File: config.mk
export PLATFORM = sky130hd
export DESIGN_NAME = cpu_run_ctrl
export DESIGN_NICKNAME = d
export VERILOG_FILES = /design/src/rtl/cpu_run_ctrl.sv
export SDC_FILE = /design/constraint.sdc
export NUM_CORES = 1
export LEC_CHECK = 0
export ABC_CLOCK_PERIOD_IN_PS = 2500
export CORE_ASPECT_RATIO = 1.25
export CORE_MARGIN = 2
export CORE_UTILIZATION = 26
export DETAILED_ROUTE_END_ITERATION = 7
export SYNTH_ARGS = -nofsm -noshare
export SYNTH_HDL_FRONTEND = slang
export SYNTH_SLANG_ARGS = --single-unit
File: constraint.sdc
create_clock -name clk -period 2.5 [get_ports clk]
set_input_delay 0.5 -clock clk [delete_from_list [all_inputs] [get_ports clk]]
set_output_delay 0.5 -clock clk [all_outputs]
set_load 0.01 [all_outputs]
File: src/rtl/cpu_run_ctrl.sv
// cpu_run_ctrl: turns the board's raw pause switch, step button and debug
// switches into clean single-clock control for the MIPS core. All raw inputs
// are synchronised and debounced, then a run/pause/single-step FSM issues a
// one-cycle CPU advance strobe instead of gating the system clock.

// Debounce unit: holds a stable word and only adopts a new synced value once
// it has differed from the stable word for DB_CYCLES consecutive cycles.
module cpu_run_ctrl_debounce #(
    parameter int WIDTH     = 1,
    parameter int DB_CYCLES = 4
) (
    input  logic             clk,
    input  logic             reset,
    input  logic [WIDTH-1:0] synced,
    output logic [WIDTH-1:0] stable,
    output logic [WIDTH-1:0] stable_next
);

    localparam int CW = (DB_CYCLES > 1) ? $clog2(DB_CYCLES) : 1;
    localparam logic [CW-1:0] CNT_LAST = CW'(DB_CYCLES - 1);

    logic [CW-1:0]    cnt_q, cnt_d;
    logic [WIDTH-1:0] stable_q, stable_d;

    // Count consecutive mismatch cycles; any agreement restarts the count.
    always_comb begin
        stable_d = stable_q;
        cnt_d    = '0;
        if (synced != stable_q) begin
            if (cnt_q == CNT_LAST) begin
                stable_d = synced;
            end else begin
                cnt_d = cnt_q + 1'b1;
            end
        end
    end

    // Stable value and mismatch counter registers.
    always_ff @(posedge clk) begin
        if (reset) begin
            cnt_q    <= '0;
            stable_q <= '0;
        end else begin
            cnt_q    <= cnt_d;
            stable_q <= stable_d;
        end
    end

    assign stable      = stable_q;
    assign stable_next = stable_d;

endmodule

module cpu_run_ctrl #(
    parameter int DB_CYCLES = 1000000,
    parameter int RUN_DIV   = 100000000
) (
    input  logic        clk,
    input  logic        reset,
    input  logic        sw_pause,
    input  logic        btn_step,
    input  logic [6:0]  sw_addr,
    input  logic [1:0]  sw_mode,
    output logic        cpu_en,
    output logic        paused,
    output logic [6:0]  addr_db,
    output logic [1:0]  mode_db,
    output logic [15:0] step_count
);

    localparam int DIVW = (RUN_DIV > 1) ? $clog2(RUN_DIV) : 1;
    localparam logic [DIVW-1:0] DIV_LAST = DIVW'(RUN_DIV - 1);

    typedef enum logic [1:0] {
        ST_RUN,
        ST_PAUSED,
        ST_STEP
    } state_t;

    logic [10:0]     sync1_q, sync1_d;
    logic [10:0]     sync2_q, sync2_d;
    logic            pause_stable, pause_next;
    logic            step_stable, step_next_unused;
    logic [8:0]      bus_stable, bus_next_unused;
    logic            step_prev_q, step_prev_d;
    logic            step_req;
    state_t          state_q, state_d;
    logic [DIVW-1:0] div_q, div_d;
    logic            cpu_en_q, cpu_en_d;
    logic            paused_q, paused_d;
    logic [15:0]     step_count_q, step_count_d;

    // Two-flop synchroniser on every raw bit: {pause, step, addr, mode}.
    always_comb begin
        sync1_d = {sw_pause, btn_step, sw_addr, sw_mode};
        sync2_d = sync1_q;
    end

    // Synchroniser registers.
    always_ff @(posedge clk) begin
        if (reset) begin
            sync1_q <= '0;
            sync2_q <= '0;
        end else begin
            sync1_q <= sync1_d;
            sync2_q <= sync2_d;
        end
    end

    cpu_run_ctrl_debounce #(.WIDTH(1), .DB_CYCLES(DB_CYCLES)) u_db_pause (
        .clk         (clk),
        .reset       (reset),
        .synced      (sync2_q[10]),
        .stable      (pause_stable),
        .stable_next (pause_next)
    );

    cpu_run_ctrl_debounce #(.WIDTH(1), .DB_CYCLES(DB_CYCLES)) u_db_step (
        .clk         (clk),
        .reset       (reset),
        .synced      (sync2_q[9]),
        .stable      (step_stable),
        .stable_next (step_next_unused)
    );

    cpu_run_ctrl_debounce #(.WIDTH(9), .DB_CYCLES(DB_CYCLES)) u_db_bus (
        .clk         (clk),
        .reset       (reset),
        .synced      (sync2_q[8:0]),
        .stable      (bus_stable),
        .stable_next (bus_next_unused)
    );

    // Rising edge of the debounced step level gives one request per press.
    always_comb begin
        step_prev_d = step_stable;
        step_req    = step_stable & ~step_prev_q;
    end

    // Run/pause/step FSM. Pause reacts to the debounced level on the same edge
    // it settles, so a switch flip reaches 'paused' with the debounce latency.
    always_comb begin
        state_d  = state_q;
        div_d    = div_q;
        cpu_en_d = 1'b0;
        case (state_q)
            ST_RUN: begin
                if (pause_next) begin
                    state_d = ST_PAUSED;
                    div_d   = '0;
                end else if (div_q == DIV_LAST) begin
                    div_d    = '0;
                    cpu_en_d = 1'b1;
                end else begin
                    div_d = div_q + 1'b1;
                end
            end
            ST_PAUSED: begin
                div_d = '0;
                if (!pause_next) begin
                    state_d = ST_RUN;
                end else if (step_req) begin
                    state_d  = ST_STEP;
                    cpu_en_d = 1'b1;
                end
            end
            ST_STEP: begin
                div_d   = '0;
                state_d = ST_PAUSED;
            end
            default: begin
                div_d   = '0;
                state_d = ST_RUN;
            end
        endcase
        paused_d     = (state_d != ST_RUN);
        step_count_d = step_count_q + {15'd0, cpu_en_d};
    end

    // FSM, divider and registered output flops.
    always_ff @(posedge clk) begin
        if (reset) begin
            state_q      <= ST_RUN;
            div_q        <= '0;
            cpu_en_q     <= 1'b0;
            paused_q     <= 1'b0;
            step_count_q <= '0;
            step_prev_q  <= 1'b0;
        end else begin
            state_q      <= state_d;
            div_q        <= div_d;
            cpu_en_q     <= cpu_en_d;
            paused_q     <= paused_d;
            step_count_q <= step_count_d;
            step_prev_q  <= step_prev_d;
        end
    end

    assign cpu_en     = cpu_en_q;
    assign paused     = paused_q;
    assign addr_db    = bus_stable[8:2];
    assign mode_db    = bus_stable[1:0];
    assign step_count = step_count_q;

endmodule

======== Word-level counts from Yosys, hierarchy flattened ========
Index checks and enable logic that the tools add are counted.
operators by class
  add/subtract/negate cells ............... 5
  equality and inequality tests ........... 9
  mux-type cells .......................... 11
  bitwise logic cells ..................... 6
  reductions and logical operators ........ 8
operator list
  operator               number
  $add 20x1->20 const B  3
  $eq 20x20->1 const B   3
  $add 27x1->27 const B  1
  $eq 27x27->1 const B   1
  $add 16x1->16          1
  $ne 9x9->1             1
  $reduce_or 3->1        3
  $mux 1                 6
  $mux 2                 3
  $pmux 2 s3             1
  $not 1->1              5
  $reduce_and 2->1       2
  $reduce_or 4->1        1
  $eq 2x1->1 const B     1
  $eq 2x2->1 const B     1
  $logic_not 2->1        1
  $ne 1x1->1             2
  $pmux 1 s2             1
  $reduce_bool 2->1      1
  $and 1x1->1            1
word-level totals
  register bits ........................... 141
  input port bits ......................... 13
  output and inout port bits .............. 27
  word-level logic and storage cells ...... 53

======== Logic depth before layout (Yosys ltp) ========
  depth after elaboration ................. 6
  gate-level depth with buffers ........... 12
  gate-level depth less buffers ........... 11

======== Modules after synthesis ========
Synthesis repeated with hierarchy kept, for this count alone.
unflattened totals
  cells, all modules ...................... 684
  area total of the unflattened synthesis .. 6312.3 um^2
modules (own cells, without submodules)
  module                                  instances  cells each  area an instance (um^2)
  cpu_run_ctrl                            1          301         2841.5
  cpu_run_ctrl_debounce (u_db_pause ...)  2          111         972.2
  cpu_run_ctrl_debounce (u_db_bus)        1          161         1526.5

======== Least setup slack after synthesis ========
No wires, ideal clock.
  path kind ............................... flip-flop to flip-flop
  start point ............................. reg u_db_pause.cnt_q[2]
  end point ............................... reg step_count_q[14] (netlist: step_count[14])
  arrival time ............................ 2.568 ns
  required time ........................... 2.372 ns
  setup slack ............................. -0.196 ns
  stages on the path, launching flop included .. 13
  path buffers ............................ 1
  period minus slack after synthesis ...... 2.696 ns
  cells stage by stage .................... dfxtp_1 and3_1 buf_6 and4_4 and4_4 mux2i_4 mux2_4 ha_1 ha_1 nand3_1 nor3_1 xnor2_1 nor2_1
on the way
  longest elaborated chain between the ends .. 6
  elaborated cells on any way between the ends .. 7
  classes of those cells .................. add/sub (1); eq/ne (1); mux (5)
ends and longest elaborated chain
  what                              RTL line  RTL
  start, declared                   22        logic [CW-1:0] cnt_q, cnt_d;
  start signal, assigned            44        cnt_q <= cnt_d;
  $eq 20x20->1 *                    30        if (cnt_q == CNT_LAST) begin
  $mux 1 *                          30
  $mux 1 *                          29        if (synced != stable_q) begin
  $mux 1, on equally long branches  160, 148
  $pmux 1 s2 *                      146       case (state_q)
  via cpu_en_d                      89        logic cpu_en_q, cpu_en_d;
  $add 16x1->16 *                   177       step_count_d = step_count_q + {15'd0, cpu_en_d};
  end signal, assigned              194       step_count_q <= step_count_d;
  end, declared                     91        logic [15:0] step_count_q, step_count_d;
The timed path passes the listed nets; every way through them passes the cells marked *.
A chain may end at the register's enable or synchronous reset.

======== Worst setup path in the final report ========
  start point ............................. reg u_db_pause.cnt_q[10]
  end point ............................... reg step_count_q[14] (netlist: step_count[14])
The elaborated chain is that of the path after synthesis.

==> flow_summary.yaml <==
timing:
  hold_violations: 0
  setup_viol: 0
  tns_ns: 0
  fin_skew_ns: 0.00989
  rsz0062_at_grt: "true"
  fin_crit_ns: 2.40
  fmax_mhz: 417
  relSlewSlack_pct: 29.0
  period_share_pct: 96.0
  slew_viol_final: 0
  layout_setup_ws_ns: 0.101
  holdWs_ns: 0.438
  tightest_slew_ns: 1.07
synth:
  synth_largest_area_cell: "dfxtp_1"
  ys.flop_type: "dfxtp_1"
  syn_area_per_cell_sq_um: 9.17
  synth.distinct_cells: 44
  yosysTopAreaCellShare_pct: 47.5
  synth_warnings: 0
  ys_ff_latch: 141
  synthesis.area_sq_um: 5940
  syn_nets: 667
  synthCells: 648
  synth_edf_count: 0
  synthArstFlopShare_pct: 0
  synth_area_leaders: "dfxtp_1 (48%), xnor2_1 (8.4%), nor2_1 (7.8%)"
  synth-seq-area-share_pct: 47.5
cts:
  cts_root_buffer: "clkbuf_16"
  cts_max_path_buffers: 2
  cts_buffers: 17
  cts_htree_levels: 4
  clock_latency_ns: 0.42
  cts.sink_count: 141
  path_clk_slew_ns: 0.06
  tritoncts: "done"
placement:
  port_buffers: 39
  routabilityCongestion: 0.763
  dp_slack_ns: -0.0340
  dp_hpwl_mm: 8.58
route:
  via_per_inst: 4.38
  firstDrtPassIters: 6
  vias: 4515
  first_iter_violations: 163
  wl_per_cell_um: 11.7
  drc: 0
  routed_wl_mm: 12.1
  ant_nets: 0
global_routing:
  grtUsageTotal_pct: 10.6
  antenna_found_initial: 0
  grt_max_degree: 34
  grt_overflow: 0
  grt_pass1_vias: 4478
  grt_pass1_wl_mm: 20.9
pwr:
  seq_power_share_pct: 46.3
  p_leak_uw: 0.00268
  p_sw_uw: 1180
  p_comb_share_pct: 2.5
  power_frac_clock_pct: 51.2
  total_power_uw: 4940
  p_per_area_nw_per_um2: 646
  swShare_pct: 24.0
  internal_power_uw: 3750
  irDropWorstVdd_mv: 0.484
die:
  die_area_sq_um: 24100
  ios: 40
  fp.dieW_um: 139
  initial_core_util_pct: 26.6
  core_region_area_sq_um: 22400
  die_h_um: 173
  rows: 61
final_layout:
  areaGrowthSynthToFinish_pct: 28.7
  drive_gt1_share_pct: 15.2
  n_antenna_cell: 0
  post-route-util_pct: 34.2
  mostFrequentLayoutCell: "dfxtp_1"
  mostFrequentLayoutCells: "dfxtp_1 (133), nor2_1 (123), xnor2_1 (57)"
  final_nets: 755
worst_setup_path:
  slowest_delay_ns: 0.33
  reg2reg_depth: 11
  cp_slowest_cell: "mux2_4"
  required_ns: 2.80
  cp_cell_sequence: "nor4bb_2 -> and3_1 -> and4_4 -> mux2i_4 -> mux2_4 -> ha_4 -> ha_4 -> nand3_4 -> nor3_1 -> xnor2_1 -> nor2_1"
  arrival_ns: 2.70
  cp-end-kind: "register"
  start_kind: "register"
  critical_path_class: "register to register"
  cp_common_cell: "ha_4"
  crit_path_max_fanout: 7
min_path:
  whs_path_depth: 1
  hp-class: "register to register"
run_status:
  status: "complete, no violations"
job:
  cap_violations: 0
-- stage by stage --
stage,cells,area (sq um)
6_report,1032,7650
3_3_place_gp,998,6980
2_1_floorplan,648,5990
4_1_cts,1031,7590
5_1_grt,1032,7650
3_5_place_dp,998,6980
-- flip-flops by register name (all words and copies together) (netlist names) --
| signal | flops |
|---|---|
| sync2_q | 11 |
| u_db_bus.stable | 9 |
| u_db_pause.cnt_q | 20 |
| state_q | 2 |
| cpu_en | 1 |
| sync1_q | 11 |
| paused | 1 |
| div_q | 27 |
| u_db_step.cnt_q | 20 |
| step_count | 16 |
| u_db_step.stable | 1 |
| u_db_bus.cnt_q | 20 |
| step_prev_q | 1 |
| u_db_pause.stable | 1 |
-- per-layer routing --
metal / share of wire (%) / routed length [um] / GRT usage (%)
met5: 0 / 0 / 0
met1: 46 / 5570 / 12.4
met2: 50 / 6040 / 18.4
met3: 2.7 / 329 / 2.94
met4: 1.4 / 172 / 3.79
-- critical path, delay by kind of cell (launching register included) --
family                   cells  cell delay, ns
multiplexers                 2            0.57
AND/OR/NAND/NOR              6            0.90
XOR/XNOR                     1            0.14
flip-flops                   1            0.32
adder cells (fa/ha/maj)      2            0.35
-- power groups by stage --
stage	registers, uW	clock network [uW]	logic, uW
after detailed placement	2340	0	126
final	2290	2530	123
after global routing	2290	2690	139
after global placement	2340	0	124
after floorplan	2340	0	76.1
after CTS	2290	2600	126
-- cells in the mapped netlist (7+ instances only) --
cell type and number:
dfxtp_1 141, nor2_1 123, xnor2_1 57, nand3_1 43, xor2_1 43, nor2b_1 30
nand4_1 23, and3_1 21, nand2_1 21, nand2b_1 19, inv_1 15, nor3_1 15
nor4_1 12, mux2i_1 11, clkbuf_1 9, buf_2 7
-- cell type report --
type	count	area [sq um]
clock inverters	15	170
multi-input cells	473	3050
clock buffers	17	425
inverters	15	56.3
well taps	283	354
fillers	2325	14700
flip-flops and latches	141	2830
repair buffers	88	757
-- final timing paths --
check	slack, ns	to	start
worst max register to register	0.10	step_count[14]	u_db_pause.cnt_q[10]
worst max-delay path	0.10	step_count[14]	u_db_pause.cnt_q[10]
worst min register to register	0.44	sync2_q[7]	sync1_q[7]
worst min-delay path	0.44	sync2_q[7]	sync1_q[7]
-- cell families (layout without fill, tap and decap cells) --
logic type | after synthesis | count (layout) | synth area share [%]
buffers and inverters | 34 | 135 | 2.67
AO/OA/AOI/OAI | 14 | 14 | 1.50
XOR/XNOR | 100 | 100 | 14.7
AND/OR/NAND/NOR | 340 | 340 | 29.8
multiplexers | 13 | 13 | 2.49
adder cells (fa/ha/maj) | 6 | 6 | 1.26
flip-flops | 141 | 141 | 47.5
-- repair_timing --
item / CTS / global route
buffers inserted: 1 / 1
endpoints found under the setup margin: 1 / 10
resized for setup: 1 / 14
pin swaps: 4 / 5
hold buffers: 0 / 0
No activity file was read; power rests on OpenSTA's default activity.
